## config.mk

```make
export PLATFORM = sky130hd
export DESIGN_NAME = obstacle_scheduler_flat
export DESIGN_NICKNAME = d
export VERILOG_FILES = /design/src/rtl/obstacle_scheduler_if.sv /design/src/rtl/obstacle_scheduler.sv /design/src/flat_wrapper.sv
export SDC_FILE = /design/constraint.sdc
export NUM_CORES = 1
export LEC_CHECK = 0
export ABC_AREA = 1
export CAP_MARGIN = 40
export CORE_ASPECT_RATIO = 0.8
export CORE_UTILIZATION = 45
export DETAILED_ROUTE_END_ITERATION = 10
export PLACE_DENSITY = 0.72
export SLEW_MARGIN = 25
export SYNTH_ARGS = -nofsm -noshare
export SYNTH_HDL_FRONTEND = slang
export SYNTH_SLANG_ARGS = --single-unit
```

## constraint.sdc

```tcl
create_clock -name clk -period 2.7 [get_ports clk]
set_clock_uncertainty 0.1 [all_clocks]
set_input_delay 0.405 -clock clk [delete_from_list [all_inputs] [get_ports clk]]
set_output_delay 0.405 -clock clk [all_outputs]
set_load 0.005 [all_outputs]
```

## src/rtl/obstacle_scheduler_if.sv

```systemverilog
// rtl/obstacle_scheduler_if.sv - control inputs and obstacle/speed/state outputs of the scheduler
interface obstacle_scheduler_if #(
    parameter int W = 10
);
    logic         frame_tick;
    logic         start;
    logic         collision;
    logic [7:0]   rng;
    logic [W-1:0] obs1_pos;
    logic [W-1:0] obs2_pos;
    logic [1:0]   obs1_type;
    logic [1:0]   obs2_type;
    logic [2:0]   speed;
    logic [1:0]   game_state;

    modport master (
        output frame_tick, start, collision, rng,
        input  obs1_pos, obs2_pos, obs1_type, obs2_type, speed, game_state
    );

    modport slave (
        input  frame_tick, start, collision, rng,
        output obs1_pos, obs2_pos, obs1_type, obs2_type, speed, game_state
    );
endinterface

```

## src/rtl/obstacle_scheduler.sv

```systemverilog
// rtl/obstacle_scheduler.sv - two-slot obstacle spawner/mover with game FSM and speed ramp
module obstacle_scheduler #(
    parameter int CONV       = 0,
    parameter int MIN_GAP    = 120,
    parameter int SPEED_STEP = 256,
    parameter int MAX_SPEED  = 4
) (
    input  logic                 clk,
    input  logic                 rst_n,
    obstacle_scheduler_if.slave  bus
);
    localparam int W          = 10 - CONV;
    localparam int SPAWN_BASE = (1 << W) - 32;
    localparam int GAP_LIMIT  = SPAWN_BASE - MIN_GAP;
    localparam int FCW        = (SPEED_STEP > 1) ? $clog2(SPEED_STEP) : 1;
    localparam logic [FCW-1:0] FC_LAST   = FCW'(SPEED_STEP - 1);
    localparam logic [2:0]     SPEED_MAX = 3'(MAX_SPEED);

    typedef enum logic [1:0] {
        S_IDLE = 2'd0,
        S_RUN  = 2'd1,
        S_OVER = 2'd2
    } state_t;

    state_t         state_q;
    logic [W-1:0]   obs1_pos_q, obs2_pos_q;
    logic [1:0]     obs1_type_q, obs2_type_q;
    logic [2:0]     speed_q;
    logic [FCW-1:0] frame_cnt_q;
    logic [3:0]     cool_q;

    logic [W-1:0]   obs1_pos_d, obs2_pos_d, spawn_pos, speed_w;
    logic [1:0]     obs1_type_d, obs2_type_d, spawn_type;
    logic [2:0]     speed_d;
    logic [FCW-1:0] frame_cnt_d;
    logic [3:0]     cool_d;
    logic           gap1_ok, gap2_ok, elig1, elig2;

    // Everything below is the result of a RUN frame tick, computed from pre-tick state.
    always_comb begin
        speed_w    = W'(speed_q);
        spawn_pos  = {{(W-5){1'b1}}, bus.rng[6:2]};
        spawn_type = (bus.rng[1:0] == 2'd3 && speed_q < 3'd2) ? 2'd0 : bus.rng[1:0];

        gap1_ok = (obs2_pos_q == '0) || (int'(obs2_pos_q) <= GAP_LIMIT);
        gap2_ok = (obs1_pos_q == '0) || (int'(obs1_pos_q) <= GAP_LIMIT);
        elig1   = (cool_q == 4'd0) && (obs1_pos_q == '0) && gap1_ok;
        elig2   = (cool_q == 4'd0) && (obs2_pos_q == '0) && gap2_ok && !elig1;

        obs1_pos_d  = obs1_pos_q;
        obs1_type_d = obs1_type_q;
        if (obs1_pos_q > speed_w) begin
            obs1_pos_d = obs1_pos_q - speed_w;
        end else if (obs1_pos_q != '0) begin
            obs1_pos_d  = '0;
            obs1_type_d = 2'd0;
        end
        if (elig1) begin
            obs1_pos_d  = spawn_pos;
            obs1_type_d = spawn_type;
        end

        obs2_pos_d  = obs2_pos_q;
        obs2_type_d = obs2_type_q;
        if (obs2_pos_q > speed_w) begin
            obs2_pos_d = obs2_pos_q - speed_w;
        end else if (obs2_pos_q != '0) begin
            obs2_pos_d  = '0;
            obs2_type_d = 2'd0;
        end
        if (elig2) begin
            obs2_pos_d  = spawn_pos;
            obs2_type_d = spawn_type;
        end

        if (elig1 || elig2) begin
            cool_d = 4'd8 + {1'b0, bus.rng[7:5]};
        end else begin
            cool_d = (cool_q == 4'd0) ? 4'd0 : cool_q - 4'd1;
        end

        speed_d     = speed_q;
        frame_cnt_d = frame_cnt_q + 1'b1;
        if (frame_cnt_q == FC_LAST) begin
            frame_cnt_d = '0;
            speed_d     = (speed_q >= SPEED_MAX) ? SPEED_MAX : speed_q + 3'd1;
        end
    end

    always_ff @(posedge clk) begin
        if (!rst_n) begin
            state_q     <= S_IDLE;
            obs1_pos_q  <= '0;
            obs2_pos_q  <= '0;
            obs1_type_q <= 2'd0;
            obs2_type_q <= 2'd0;
            speed_q     <= 3'd1;
            frame_cnt_q <= '0;
            cool_q      <= 4'd0;
        end else begin
            case (state_q)
                S_IDLE, S_OVER: begin
                    if (bus.start) begin
                        state_q     <= S_RUN;
                        obs1_pos_q  <= '0;
                        obs2_pos_q  <= '0;
                        obs1_type_q <= 2'd0;
                        obs2_type_q <= 2'd0;
                        speed_q     <= 3'd1;
                        frame_cnt_q <= '0;
                        cool_q      <= 4'd0;
                    end
                end
                S_RUN: begin
                    // A collision freezes the playfield exactly as it was when hit.
                    if (bus.collision) begin
                        state_q <= S_OVER;
                    end else if (bus.frame_tick) begin
                        obs1_pos_q  <= obs1_pos_d;
                        obs2_pos_q  <= obs2_pos_d;
                        obs1_type_q <= obs1_type_d;
                        obs2_type_q <= obs2_type_d;
                        speed_q     <= speed_d;
                        frame_cnt_q <= frame_cnt_d;
                        cool_q      <= cool_d;
                    end
                end
                default: state_q <= S_IDLE;
            endcase
        end
    end

    assign bus.obs1_pos   = obs1_pos_q;
    assign bus.obs2_pos   = obs2_pos_q;
    assign bus.obs1_type  = obs1_type_q;
    assign bus.obs2_type  = obs2_type_q;
    assign bus.speed      = speed_q;
    assign bus.game_state = 2'(state_q);
endmodule

```

## src/flat_wrapper.sv

```systemverilog
// flat-port wrapper written by rule: the top's interface ports become plain ports
module obstacle_scheduler_flat 
#(
    parameter int CONV       = 0,
    parameter int MIN_GAP    = 120,
    parameter int SPEED_STEP = 256,
    parameter int MAX_SPEED  = 4
)
  (clk, rst_n, bus_frame_tick, bus_start, bus_collision, bus_rng, bus_obs1_pos, bus_obs2_pos, bus_obs1_type, bus_obs2_type, bus_speed, bus_game_state);
  obstacle_scheduler_if #(.W(10)) bus_i ();
  input  logic clk;
  input  logic rst_n;
  input wire logic [$bits(bus_i.frame_tick)-1:0] bus_frame_tick;
  input wire logic [$bits(bus_i.start)-1:0] bus_start;
  input wire logic [$bits(bus_i.collision)-1:0] bus_collision;
  input wire logic [$bits(bus_i.rng)-1:0] bus_rng;
  output wire logic [$bits(bus_i.obs1_pos)-1:0] bus_obs1_pos;
  output wire logic [$bits(bus_i.obs2_pos)-1:0] bus_obs2_pos;
  output wire logic [$bits(bus_i.obs1_type)-1:0] bus_obs1_type;
  output wire logic [$bits(bus_i.obs2_type)-1:0] bus_obs2_type;
  output wire logic [$bits(bus_i.speed)-1:0] bus_speed;
  output wire logic [$bits(bus_i.game_state)-1:0] bus_game_state;
  assign bus_i.frame_tick = bus_frame_tick;
  assign bus_i.start = bus_start;
  assign bus_i.collision = bus_collision;
  assign bus_i.rng = bus_rng;
  assign bus_obs1_pos = bus_i.obs1_pos;
  assign bus_obs2_pos = bus_i.obs2_pos;
  assign bus_obs1_type = bus_i.obs1_type;
  assign bus_obs2_type = bus_i.obs2_type;
  assign bus_speed = bus_i.speed;
  assign bus_game_state = bus_i.game_state;
  obstacle_scheduler #(.CONV(CONV), .MIN_GAP(MIN_GAP), .SPEED_STEP(SPEED_STEP), .MAX_SPEED(MAX_SPEED)) u_core (.clk(clk), .rst_n(rst_n), .bus(bus_i));
endmodule
```

# After elaboration in Yosys (flattened, before gate mapping)
# Index checks and enable logic that the tools add are counted.
# word_totals
word_cells	107
reg_bits	41
input_bits	13
# classes
muxes	47
n_lt_le_gt_ge	6
addsub	6
eq_ne	15
n_reduce_logical	25
# op_table
op	n
2-to-1 mux 10 bit	11
case mux 10 bit (2 select lines)	2
2-to-1 mux 8 bit	4
2-to-1 mux 2 bit	14
greater-than comparator 10 x 3 -> 1 bit	2
less-or-equal comparator 10 bit (second input constant)	2
logical NOT 10 bit	2
2-to-1 mux 4 bit	5
nonzero test 10 bit	2
subtractor 10 x 3 -> 10 bit	2
case mux 8 bit (2 select lines)	1
2-to-1 mux 3 bit	5
AND reduction 5 bit	3
case mux 2 bit (2 select lines)	3
AND reduction 6 bit	2
adder 8 x 1 -> 8 bit (second input constant)	1
equality test 8 bit (second input constant)	1
!= test 2 bit (second input constant)	4
!= test 4 x 1 -> 1 bit (second input constant)	2
case mux 4 bit (2 select lines)	1
logical AND 1 bit	6
!= test 3 x 1 -> 1 bit (second input constant)	2
!= test 3 x 2 -> 1 bit (second input constant)	2
case mux 3 bit (2 select lines)	1
16 further kinds	19

# Longest topological paths before layout
# logic_depth
ltp_word	10
ltp_mapped	15
ltp_nobuf	14

# Least setup slack after synthesis
# Ideal clock, no wire load.
# synth_path
path_type	reg-to-reg
from	reg u_core.obs1_pos_q[0] (netlist: u_core.bus.obs1_pos[0])
to	reg u_core.obs1_pos_q[3] (netlist: u_core.bus.obs1_pos[3])
path_slack_ps	585
n_path_buf	1
t_arrival_ps	1903
setup_ps	113
path_stages_with_launch	16
cell_sequence	dfxtp_1 -> inv_1 -> ha_1 -> fa_1 -> inv_1 -> nand2_1 -> nand3_1 -> nand2_1 -> and2_1 -> nand3_2 -> nand2_4 -> inv_2 -> buf_6 -> nand2_1 -> nand2_1 -> nor2_1
# synth_between
elab_chain_len	7
elab_cells_between_ends	13
cone_classes	add/sub (1); order compare (1); eq/ne (1); mux (5); reduce/logical (5)
# synth_rtl
item	line	source
start, declared	obstacle_scheduler.sv:26	logic [W-1:0] obs1_pos_q, obs2_pos_q;
start signal, assigned	obstacle_scheduler.sv:119	obs1_pos_q <= obs1_pos_d;
parallel branches: the longest is 7 deep, another holds subtractor 10 x 3 -> 10 bit	n/a	
# Parallel ways; which one is timed is not known. The select of a mux whose other input is x is not followed.
# A chain may end at the register's enable or synchronous reset.

# Final worst setup path
# layout_path
from	reg u_core.obs1_pos_q[0] (netlist: u_core.bus.obs1_pos[0])
to	reg u_core.obs1_pos_q[4] (netlist: u_core.bus.obs1_pos[4])
# The elaborated chain is that of the path after synthesis.

==> metrics.txt <==
Yosys reg bits=slightly above 40; synthesized cell area=~3000 sq um; Area growth syn-to-layout=21.1%; post-synth cell types=39; DR pass1 iterations=5; metal3 WL=approximately 540 um; CP cell instances=inv_1, ha_1, fa_1, inv_1, nand2_1, nand3_1, nand2_1, nand2_1, nand3_1, nand2_1, o21ai_0, nor2_1, nor2_1, nor2_1; register area share after synthesis=27.5%; setup TNS=0 ns; total CTS buffers=5; initial antenna violation count=0; final setup vio count=0; final cycle utilization of the critical path=slightly below 90%; Max-Cap Viols=0; routed len/inst=13.2 um; Die X=93.1 um; area share of the largest cell type after synthesis=a little over a quarter; Worst Path Required=approximately 2.8 ns; Synth area leaders=dfxtp_1 27%, nand2_1 18%, nand3_1 9.0%, nor2_1 7.7%, inv_1 6.9%; Arrival @ worst endpoint=around 2.6 ns; Syn Inst Count=485; Slew Viols, Final=0; LEAKAGE=between 1.5 and 2 nW; root buffer cell=clkbuf_8; layout cells sized above 1=about 7.8%; PwrDens=about 650 nW/um^2; maximum vdd drop=between 0.0002 and 0.0003 V; Post-CTS Hold Fix Bufs=0; Post-CTS Setup Bufs=0; Final ANT Viol Nets=0; Placed Instance Area=between 3000 and 4000 sq um; CP Buf/Inv Count=2; Site Rows=26; GR Overflow Total=0; Mean Syn Cell Area=about 6.2 sq um; vias in the first global route=roughly 3.0k; slowest stage cell, crit path=dfxtp_1; CP endpoint kind=flop; Slew headroom=around 72%; Async SR Flop Fraction=0%; worst hold-check path type=flop to flop; Worst-Margin Slew=between 0.4 and 0.5 ns; Skew-Pair Late Insertion Delay=between 0.3 and 0.4 ns; area leader, netlist=dfxtp_1; Multi-input gate area=around 1900 sq um; Synth Flop Type=dfxtp_1; storage element area=~820 sq um; metal1 wirelength=between 3000 and 4000 um; first-pass GRT wire length=~14000 um; die span in y=approximately 75 um; Via density=5.37; Worst-path clk slew=0.08 ns; Fin. Hold Viols=0; Crit Path Category=flop to flop; RSZ-0062 raised after global routing=no; crit path launch type=flop; H-tree depth=2; Fill cells=between 600 and 700; fin crit period=2.42 ns; Worst path max stage delay=0.39 ns; DRC=0; top layer in use=met4; Post-Route WL=between 8000 and 9000 um; Syn Nets=a little over 500; fmax=just over 0.4 GHz; GPL Wtd Cong=roughly 0.91; diode count=0; largest net degree at the start of global routing=27; CTS tree=yes; Die Area=6970 sq um; via count=3290; status=finished, final reports clean; CTS Buffer Depth=2; num ports=42; Total Routing Usage GR=approximately a quarter; Finished Cell Area=around 3600 sq um; Ys Warns=0; Post-synth EDFFs=0; Post-CTS Resized=0; final HPWL from detailed placement=about 6000 um; clk sinks=41; most frequent CP cell=nand2_1; met2 WL=between 3000 and 4000 um; core area=approximately 6400 sq um; peak fanout along the critical path=11; Starting DRT DRC Count=between 200 and 250; nets@finish=approximately 550; Initial Util=between 40 and 50%; critical path's top delay family=simple AND/OR/NAND/NOR gates; most frequent cell after synthesis=nand2_1; Synth top cells by count=140 x nand2_1, 61 x nor2_1, 55 x inv_1; IO Port Bufs=a little over 40
## cell families (layout without fill, tap and decap cells)
group / Yosys count / after routing / share of synthesized area (%)
AOI/OAI and AO/OA: 62 / 62 / 10.9
adders and majority gates: 12 / 12 / 5.53
and+or+nand+nor: 296 / 296 / 45.2
xor gates and xnor gates: 3 / 3 / 0.880
buffers and inverters: 71 / 115 / 9.97
DFF: 41 / 41 / 27.5
## stage by stage
stage	setup slack, ns	hold WS (ns)	total power [mW]	util, %	instances
floorplan	0.585	0.325	1.47	-	485
global route	0.0278	0.375	2.54	56.4	613
global placement	0.410	0.339	1.73	54.3	605
detailed placement	0.321	0.346	1.75	54.3	605
CTS	0.315	0.359	2.35	56.4	613
finish	0.283	0.355	2.35	56.4	613
## layout make-up
cell class                      count  share of cell area [%]
Multi-Input combinational cell    373                    51.7
Sequential cell                    41                    22.7
Timing Repair Buffer               49                    13.0
Inverter                           58                    6.02
Tap cell                           84                    2.91
Clock buffer                        5                    1.90
Clock inverter                      3                    1.80
## registers in the layout (all words and copies together) (netlist names)
signal / count
u_core.bus.obs1_pos: 10
u_core.bus.speed: 3
u_core.bus.obs1_type: 2
u_core.bus.obs2_pos: 10
u_core.cool_q: 4
u_core.bus.obs2_type: 2
u_core.bus.game_state: 2
u_core.frame_cnt_q: 8
## routing by layer
layer | vias up | global-route usage (%)
met5 | - | 0
met1 | 1530 | 35.7
met2 | 113 | 40.3
met4 | 0 | 8.21
li1 | 1637 | -
met3 | 10 | 3.74
## tightest hold or removal path, stage by stage, from the launching register on
cell and delay (ns):
dfxtp_1 0.32, inv_1 0.05, a21oi_1 0.05
## final timing paths
check                         startpoint                      to  slack, ns  cells past startpoint
setup / recovery  u_core.bus.obs1_pos[0]  u_core.bus.obs1_pos[4]       0.28                     14
hold / removal     u_core.frame_cnt_q[4]   u_core.frame_cnt_q[4]       0.35                      2
hold reg to reg    u_core.frame_cnt_q[4]   u_core.frame_cnt_q[4]       0.35                      2
setup reg to reg  u_core.bus.obs1_pos[0]  u_core.bus.obs1_pos[4]       0.28                     14
## placed cells by master, fill, tap and decap left out, types with 2 or more instances in the layout
cell type / count
nand2_1: 140
nor2_1: 61
inv_1: 55
nand3_1: 54
clkdlybuf4s50_1: 41
dfxtp_1: 41
a21oi_1: 34
o21ai_0: 17
ha_1: 10
nor3_1: 8
buf_4: 8
or2_2: 5
nand2_4: 5
o21ai_1: 5
clkbuf_8: 5
nor2_2: 4
nand4_1: 4
nand3_2: 3
xor2_1: 3
nor3b_1: 2
nor2_4: 2
inv_2: 2
and3_1: 2
fa_1: 2
bufinv_16: 2
## where the power goes
group | internal (mW) | leakage, nW | switching, mW
sequential | 0.658 | 0.336 | 0.0678
clock | 0.368 | 0.0681 | 0.233
combinational | 0.395 | 1.27 | 0.632
total | 1.42 | 1.67 | 0.933
Power figures use the tool's default switching activity.
